[config.mk]
export PLATFORM = sky130hd
export DESIGN_NAME = frame_builder
export DESIGN_NICKNAME = d
export VERILOG_FILES = /design/src/rtl/frame_builder.sv
export SDC_FILE = /design/constraint.sdc
export NUM_CORES = 1
export LEC_CHECK = 0
export ABC_AREA = 1
export BUFFER_PORTS_ARGS = -buffer_cell sky130_fd_sc_hd__clkbuf_2
export CORE_MARGIN = 2
export CORE_UTILIZATION = 25
export CTS_CLUSTER_DIAMETER = 120
export DETAILED_ROUTE_END_ITERATION = 10
export GPL_ROUTABILITY_DRIVEN = 0
export HOLD_SLACK_MARGIN = 0.08
export PLACE_DENSITY = 0.45
export SYNTH_ARGS = -nofsm -noshare
export SYNTH_HDL_FRONTEND = slang
export SYNTH_SLANG_ARGS = --single-unit
[constraint.sdc]
create_clock -name clk -period 2.2 [get_ports clk]
set_clock_uncertainty 0.2 [all_clocks]
set_input_delay 0.22 -clock clk [delete_from_list [all_inputs] [get_ports clk]]
set_output_delay 0.22 -clock clk [all_outputs]
set_load 0.02 [all_outputs]
[src/rtl/frame_builder.sv]
// Frame builder: emits a pi/2-BPSK start-of-frame preamble and then the payload samples,
// with optional pilot blocks inserted between them, through a registered valid/ready output.
module frame_builder #(
  parameter int unsigned W            = 12,
  parameter int unsigned SOF_LEN      = 26,
  parameter logic [63:0] SOF_PATTERN  = 64'h18D2E82,
  parameter int unsigned PAYLOAD_LEN  = 63,
  parameter int unsigned AMP          = 1447,
  parameter int unsigned PILOT_PERIOD = 0,
  parameter int unsigned PILOT_LEN    = 36
) (
  input  logic         clk,
  input  logic         rst,
  input  logic         in_valid,
  input  logic [W-1:0] in_i,
  input  logic [W-1:0] in_q,
  output logic         in_ready,
  output logic         out_valid,
  output logic [W-1:0] out_i,
  output logic [W-1:0] out_q,
  input  logic         out_ready,
  output logic         out_sof,
  output logic         out_pilot,
  output logic         out_last,
  output logic [15:0]  frame_cnt
);

  typedef enum logic [1:0] {StIdle, StSof, StPayload, StPilot} state_e;

  localparam logic [W-1:0] AmpPos  = AMP[W-1:0];
  localparam logic [W-1:0] AmpNeg  = ~AmpPos + 1'b1;
  localparam bit           PilotEn = (PILOT_PERIOD > 0);

  state_e        state_q, state_d;
  logic [7:0]    sym_q, sym_d;
  logic [15:0]   pay_q, pay_d;
  logic [15:0]   pil_q, pil_d;
  logic [15:0]   frame_cnt_q, frame_cnt_d;
  // Set for the one cycle after a frame end; a low in_valid then drops back to idle.
  logic          chk_q, chk_d;
  logic          out_valid_q, out_valid_d;
  logic          out_sof_q, out_sof_d;
  logic          out_pilot_q, out_pilot_d;
  logic          out_last_q, out_last_d;
  logic [W-1:0]  out_i_q, out_i_d;
  logic [W-1:0]  out_q_q, out_q_d;

  logic          slot;
  logic          accept;
  logic          pay_last;
  logic          pil_hit;
  logic [5:0]    sof_idx;
  logic          sof_bit;

  assign slot     = out_ready || !out_valid_q;
  assign in_ready = (state_q == StPayload) && slot;
  assign accept   = in_valid && in_ready;
  assign pay_last = (pay_q == 16'(PAYLOAD_LEN - 1));
  assign pil_hit  = PilotEn && (pil_q == 16'(PILOT_PERIOD - 1));
  assign sof_idx  = 6'(SOF_LEN - 1) - sym_q[5:0];
  assign sof_bit  = SOF_PATTERN[sof_idx];

  always_comb begin
    state_d     = state_q;
    sym_d       = sym_q;
    pay_d       = pay_q;
    pil_d       = pil_q;
    frame_cnt_d = frame_cnt_q;
    chk_d       = 1'b0;
    out_valid_d = out_valid_q;
    out_sof_d   = out_sof_q;
    out_pilot_d = out_pilot_q;
    out_last_d  = out_last_q;
    out_i_d     = out_i_q;
    out_q_d     = out_q_q;

    // A slot with nothing to emit empties the output register.
    if (slot) begin
      out_valid_d = 1'b0;
      out_sof_d   = 1'b0;
      out_pilot_d = 1'b0;
      out_last_d  = 1'b0;
    end

    unique case (state_q)
      StIdle: begin
        if (in_valid) state_d = StSof;
      end
      StSof: begin
        if (chk_q && !in_valid) begin
          state_d = StIdle;
        end else if (slot) begin
          out_valid_d = 1'b1;
          out_sof_d   = (sym_q == 8'd0);
          out_q_d     = sof_bit ? AmpNeg : AmpPos;
          // Odd symbols rotate by pi/2, which flips the sign of I only.
          out_i_d     = (sof_bit ^ sym_q[0]) ? AmpNeg : AmpPos;
          if (sym_q == 8'(SOF_LEN - 1)) begin
            sym_d   = 8'd0;
            state_d = StPayload;
          end else begin
            sym_d = sym_q + 8'd1;
          end
        end
      end
      StPayload: begin
        if (accept) begin
          out_valid_d = 1'b1;
          out_i_d     = in_i;
          out_q_d     = in_q;
          out_last_d  = pay_last;
          if (pay_last) begin
            pay_d       = 16'd0;
            pil_d       = 16'd0;
            frame_cnt_d = frame_cnt_q + 16'd1;
            chk_d       = 1'b1;
            state_d     = StSof;
          end else begin
            pay_d = pay_q + 16'd1;
            if (pil_hit) begin
              pil_d   = 16'd0;
              state_d = StPilot;
            end else begin
              pil_d = pil_q + 16'd1;
            end
          end
        end
      end
      StPilot: begin
        if (slot) begin
          out_valid_d = 1'b1;
          out_pilot_d = 1'b1;
          out_i_d     = AmpPos;
          out_q_d     = AmpPos;
          if (sym_q == 8'(PILOT_LEN - 1)) begin
            sym_d   = 8'd0;
            state_d = StPayload;
          end else begin
            sym_d = sym_q + 8'd1;
          end
        end
      end
      default: state_d = StIdle;
    endcase
  end

  always_ff @(posedge clk or posedge rst) begin
    if (rst) begin
      state_q     <= StIdle;
      sym_q       <= '0;
      pay_q       <= '0;
      pil_q       <= '0;
      frame_cnt_q <= '0;
      chk_q       <= 1'b0;
      out_valid_q <= 1'b0;
      out_sof_q   <= 1'b0;
      out_pilot_q <= 1'b0;
      out_last_q  <= 1'b0;
      out_i_q     <= '0;
      out_q_q     <= '0;
    end else begin
      state_q     <= state_d;
      sym_q       <= sym_d;
      pay_q       <= pay_d;
      pil_q       <= pil_d;
      frame_cnt_q <= frame_cnt_d;
      chk_q       <= chk_d;
      out_valid_q <= out_valid_d;
      out_sof_q   <= out_sof_d;
      out_pilot_q <= out_pilot_d;
      out_last_q  <= out_last_d;
      out_i_q     <= out_i_d;
      out_q_q     <= out_q_d;
    end
  end

  assign out_valid = out_valid_q;
  assign out_sof   = out_sof_q;
  assign out_pilot = out_pilot_q;
  assign out_last  = out_last_q;
  assign out_i     = out_i_q;
  assign out_q     = out_q_q;
  assign frame_cnt = frame_cnt_q;

endmodule

== Word level (Yosys, flattened, before mapping) ==
Memory sizes are Yosys's and may differ from the RTL's.
Cells that the tools add are included.
Cells by class
  equal/unequal tests: 15
  add/subtract/negate cells: 4
  bitwise operators: 1
  reductions and logical operators: 15
  magnitude comparators: 1
  mux-type cells: 46
Operators by type and width (number)
  2-to-1 mux 12 bit: 9
  case mux 12 bit (3 select lines): 2
  2-to-1 mux 8 bit: 5
  adder 16 x 1 -> 16 bit, second input constant: 2
  2-to-1 mux 1 bit: 18
  == test 16 x 6 -> 1 bit, second input constant: 1
  2-to-1 mux 16 bit: 1
  2-to-1 mux 2 bit: 8
  case mux 8 bit (2 select lines): 1
  inequality test 2 bit, second input constant: 7
  adder 8 x 1 -> 8 bit, second input constant: 1
  == test 8 x 5 -> 1 bit, second input constant: 1
  == test 8 x 6 -> 1 bit, second input constant: 1
  logical NOT 8 bit: 1
  case mux 2 bit (4 select lines): 1
  < comparator 6 x 7 -> 1 bit, second input constant: 1
  AND reduction 7 bit: 1
  inequality test 3 bit, second input constant: 2
  subtractor 5 x 6 -> 6 bit, first input constant: 1
  AND reduction 5 bit: 1
  == test 2 bit, second input constant: 2
  AND reduction 4 bit: 1
  logical AND 1 bit: 3
  case mux 1 bit (3 select lines): 1
  other kinds (9): 10
Word-level totals
  word-level logic and storage cells: 94
  memories kept: 1
  bits of input ports: 28
  memory bits (read-only): 64
  flip-flop bits (word level): 71
  output and inout port bits: 45
Memory list
  (name not given): words 64, width 1, rd ports 1, clocked after Yosys merged registers in 0, write ports 0, line 61  | assign sof_bit = SOF_PATTERN[sof_idx];

== Logic depth before layout (Yosys ltp) ==
  depth after elaboration: 8
  depth in mapped cells: 15
  mapped depth without buffers: 14

== Worst setup path before layout ==
OpenSTA, ideal clock, no wires.
  path kind: flip-flop to flip-flop
  start: register sym_q[1]
  end: register out_i_q[8], in the netlist out_i[8]
  setup time: 116 ps
  required time: 1884 ps
  slack: 276 ps
  arrival time: 1608 ps
  period minus slack after synthesis: 1924 ps
  stages on the path, launching flop included: 16
  path buffers: 1
  cells stage by stage: dfrtp_1 inv_1 ha_1 inv_1 nand2_1 nand2_1 nand2_1 nand2_1 nand2_1 nand2_1 nand2_1 nand2_1 nand3_2 buf_6 nand2_1 nand2_1
Between the ends
  cells in the longest elaborated chain, start to end: 8
Ends and longest elaborated chain
  start, declared: line 35  | logic [7:0] sym_q, sym_d;
  start signal, assigned: line 163  | sym_q <= sym_d;
  subtractor 5 x 6 -> 6 bit: line 60  | assign sof_idx = 6'(SOF_LEN - 1) - sym_q[5:0];
  memory (64 x 1 bit)
  2-to-1 mux 1 bit (implied by the code): line 61
  bitwise XOR 1 bit: line 97  | out_i_d = (sof_bit ^ sym_q[0]) ? AmpNeg : AmpPos;
  2-to-1 mux 12 bit: line 97
  2-to-1 mux 12 bit: line 92  | end else if (slot) begin
  2-to-1 mux 12 bit: line 90  | if (chk_q && !in_valid) begin
  case mux 12 bit (3 select lines): line 85  | unique case (state_q)
  end signal, assigned: line 172  | out_i_q <= out_i_d;
  end, declared: line 45  | logic [W-1:0] out_i_q, out_i_d;
Every way passes these cells. The select of a mux whose other input is x is not followed.
A chain may end at the register's enable or synchronous reset.

== Worst setup path in the final report ==
  start: input out_ready
  end: register frame_cnt_q[2], in the netlist frame_cnt[2]
Between the ends
  cells in the longest elaborated chain, start to end: 4
Ends and longest elaborated chain
  start, declared: line 21  | input logic out_ready,
  logical OR 1 bit: line 55  | assign slot = out_ready || !out_valid_q;
  logical AND 1 bit: line 56  | assign in_ready = (state_q == StPayload) && slot;
  logical AND 1 bit: line 57  | assign accept = in_valid && in_ready;
  AND reduction 3 bit (no source line)
  end signal, assigned: line 166  | frame_cnt_q <= frame_cnt_d;
  end, declared: line 38  | logic [15:0] frame_cnt_q, frame_cnt_d;
Every way passes these cells.

==> run_results.csv <==
group,metric,value,unit
outcome,outcome,"finished, final reports clean",
finish,final_layout_size_suffix_gt1_share,21.4,%
synth,synth-async-reset-ratio,100,%
finish,final_area,5160,um^2
timing,slew_violations,0,
pwr,peakVddDrop,0.442,mV
routing,post-route-drc-count,0,
grt,grt_max_degree,72,
synth,ys_seq_elements,71,
synth,syn-cell-area,3930,um^2
setup_path,crit_chain,"dlygate4sd3_1, clkbuf_2, nor2_4, nor2_8, nand2_4, inv_6, nand3_4, inv_1, a21oi_1, nor2_1",
finish,nFillCells,1626,
finish,area_growth,31.5,%
timing,fin_crit,2.01,ns
grt,antenna_found_initial,0,
grt,grt_pass1_wl,17100,um
setup_path,cp_top_family,"buffers and inverters",
routing,drt_iter0_markers,174,
grt,grt_pass1_vias,3522,
grt,grtUsageTotal,13.2,%
synth,synthTopCellsByArea,"dfrtp_1 45%, nand2_1 12%, nor2_1 6.2%",
routing,routed_wl,10300,um
synth,ys.flop_type,"dfrtp_1",
setup_path,path_max_fanout,16,
place,dp_hpwl,7350,um
setup_path,crit_path_max_incr_delay,0.55,ns
clock_tree,cts_root_buffer,"clkbuf_16",
routing,avgRoutedWirePerCell,12.5,um
clock_tree,path_clk_slew,0.06,ns
floorplanning,coreArea,15300,um^2
clock_tree,clk_path_buf_depth,2,
timing,fmax,498,MHz
grt,overflow,0,
synth,synth-edff-count,0,
setup_path,crit_buf_inv,4,
synth,synth.avg_cell_area,7.87,um^2
timing,max-slew-margin-rel,66.3,%
place,place_area,4580,um^2
clock_tree,clk_latency,0.35,ns
finish,fin_cells,823,
setup_path,path_class,"input pin to flip-flop",
synth,yosys_warnings,0,
timing,timing.setup.tns,0,ns
pwr,pwr_density_cell,1130,nW/um^2
floorplanning,die_y,129,um
routing,route.vias.total,3588,
synth,ys_types,39,
clock_tree,cts_inserted_buffers,9,
clock_tree,cts_setup_buffers,0,
timing,hold_viol,0,
finish,antenna_cells,0,
job,drv_cap,0,
place,numPortBuffers,72,
timing,fin_crit_sh,91.4,%
clock_tree,cts.sinks,71,
place,dp.cells,780,
timing,finalSetupViolations,0,
timing,grt_setup_unrepaired,"no",
floorplanning,io_pins,73,
timing,tightest_slew,0.505,ns
synth,synth_top_area_share,45.3,%
hold_path,hold_class,"flip-flop to flip-flop",
setup_path,arrival,2.04,ns
routing,drt-vias-per-instance,4.36,
routing,ant_nets,0,
setup_path,worst_setup_path_start_kind,"input pin",
clock_tree,cts_tree,"built",
routing,first_pass_iters,4,
floorplanning,die_area,16700,um^2
floorplanning,fp-row-count,45,
setup_path,crit_path_end_kind,"flip-flop",
pwr,p_leak,0.00257,uW
synth,yosysTopAreaCell,"dfrtp_1",
synth,syn_inst,499,
floorplanning,die_w,129,um
setup_path,cp.required,2.23,ns
finish,final_util,33.8,%
clock_tree,htree_levels,3,
synth,synth-seq-area-share,45.3,%
floorplanning,floorplan.initialDensity,25.7,%
finish,final_nets,645,
setup_path,crit_path_top_delay_cell,"dlygate4sd3_1",
synth,syn_nets,536,
[worst min-delay path, cell delays in order, from the launching register on]
cell and delay, ns:
dfrtp_1 0.34, nand2_1 0.05, nand2_1 0.05
[path summary, 6_finish.rpt]
kind                                     end  slack [ns]  depth (start not counted)      start
worst max register to register      out_q[1]        0.23                         12   sym_q[0]
max in group asynchronous           out_q[0]        1.15                          4        rst
min in group asynchronous           out_q[9]        0.31                          4        rst
worst min register to register      out_i[8]        0.28                          2   out_i[8]
worst max-delay path            frame_cnt[2]        0.19                         10  out_ready
worst min-delay path                out_i[8]        0.28                          2   out_i[8]
[power by group]
group	switching [uW]	internal, uW	leakage, uW
Sequential	265	1680	0.000860
Combinational	1590	859	0.00157
Clock	559	867	0.000135
[cells in the final DEF (no fill, tap or decap), types with 5 or more instances in the layout]
cell type,count
inv_1,43
ha_1,9
buf_4,8
nor3_1,13
clkbuf_2,72
o21ai_0,35
nand4_1,7
nand3_1,27
nor2_1,65
clkbuf_16,9
inv_2,8
xor2_1,16
a21oi_2,5
a21oi_1,21
dlygate4sd3_1,27
nand2_1,127
dfrtp_1,70
[layer usage]
metal	share of wire [%]	up-vias	track usage [%]
met5	0	-	0
met2	46	67	20.9
met3	4.4	19	4.38
li1	-	1825	-
met1	47	1677	16.4
met4	2.3	0	5.82
[registers in the layout (all words and copies together), names as in the netlist, named ones only]
| signal | flops |
|---|---|
| chk_q | 1 |
| state_q | 2 |
| out_valid | 1 |
| sym_q | 8 |
| frame_cnt | 16 |
| out_sof | 1 |
| pay_q | 16 |
| out_q | 12 |
| out_i | 12 |
| out_last | 1 |
[what timing repair did]
action                                  CTS  global route
hold endpoints to repair                 99             0
endpoints found under the setup margin    0            12
hold buffers                             27             0
resized for setup                         0             6
[Yosys cell counts (all sizes together) (7+ instances only)]
library cell and count:
nor3 17, a21oi 27, dfrtp 71, inv 54, nand4 7, nor2 71, nand3 30, o21ai 40
xor2 16, nand2 130, ha 9
[metrics by stage]
stage | total power (uW) | hold slack, ns | setup slack [ns]
final | 5820 | 0.282 | 0.190
after global routing | 6330 | 0.307 | 0.0223
after CTS | 5820 | 0.289 | 0.0758
after detailed placement | 4320 | 0.164 | 0.0969
after global placement | 4300 | 0.158 | 0.135
after floorplan | 3630 | 0.196 | 0.276
[kinds of logic (layout without fill, tap and decap cells)]
logic type	Yosys count	in the layout	share of synthesized area, %
simple gates	260	261	29.6
xor+xnor	19	19	4.24
buf+inv	66	178	7.20
compound gates	74	74	10.8
flops	71	71	45.3
fa+ha+maj	9	9	2.87
[cell type report]
| type | instances | area (um^2) | area share (%) |
|---|---|---|---|
| multi-input combinational | 363 | 1890 | 36.7 |
| sequential | 71 | 1780 | 34.4 |
| inverter | 54 | 214 | 4.15 |
| timing repair buffer | 109 | 731 | 14.2 |
| clock buffer | 11 | 233 | 4.51 |
| clock inverter | 4 | 47.5 | 0.921 |
| tap | 211 | 264 | 5.12 |
(Power assumes the default switching activity.)
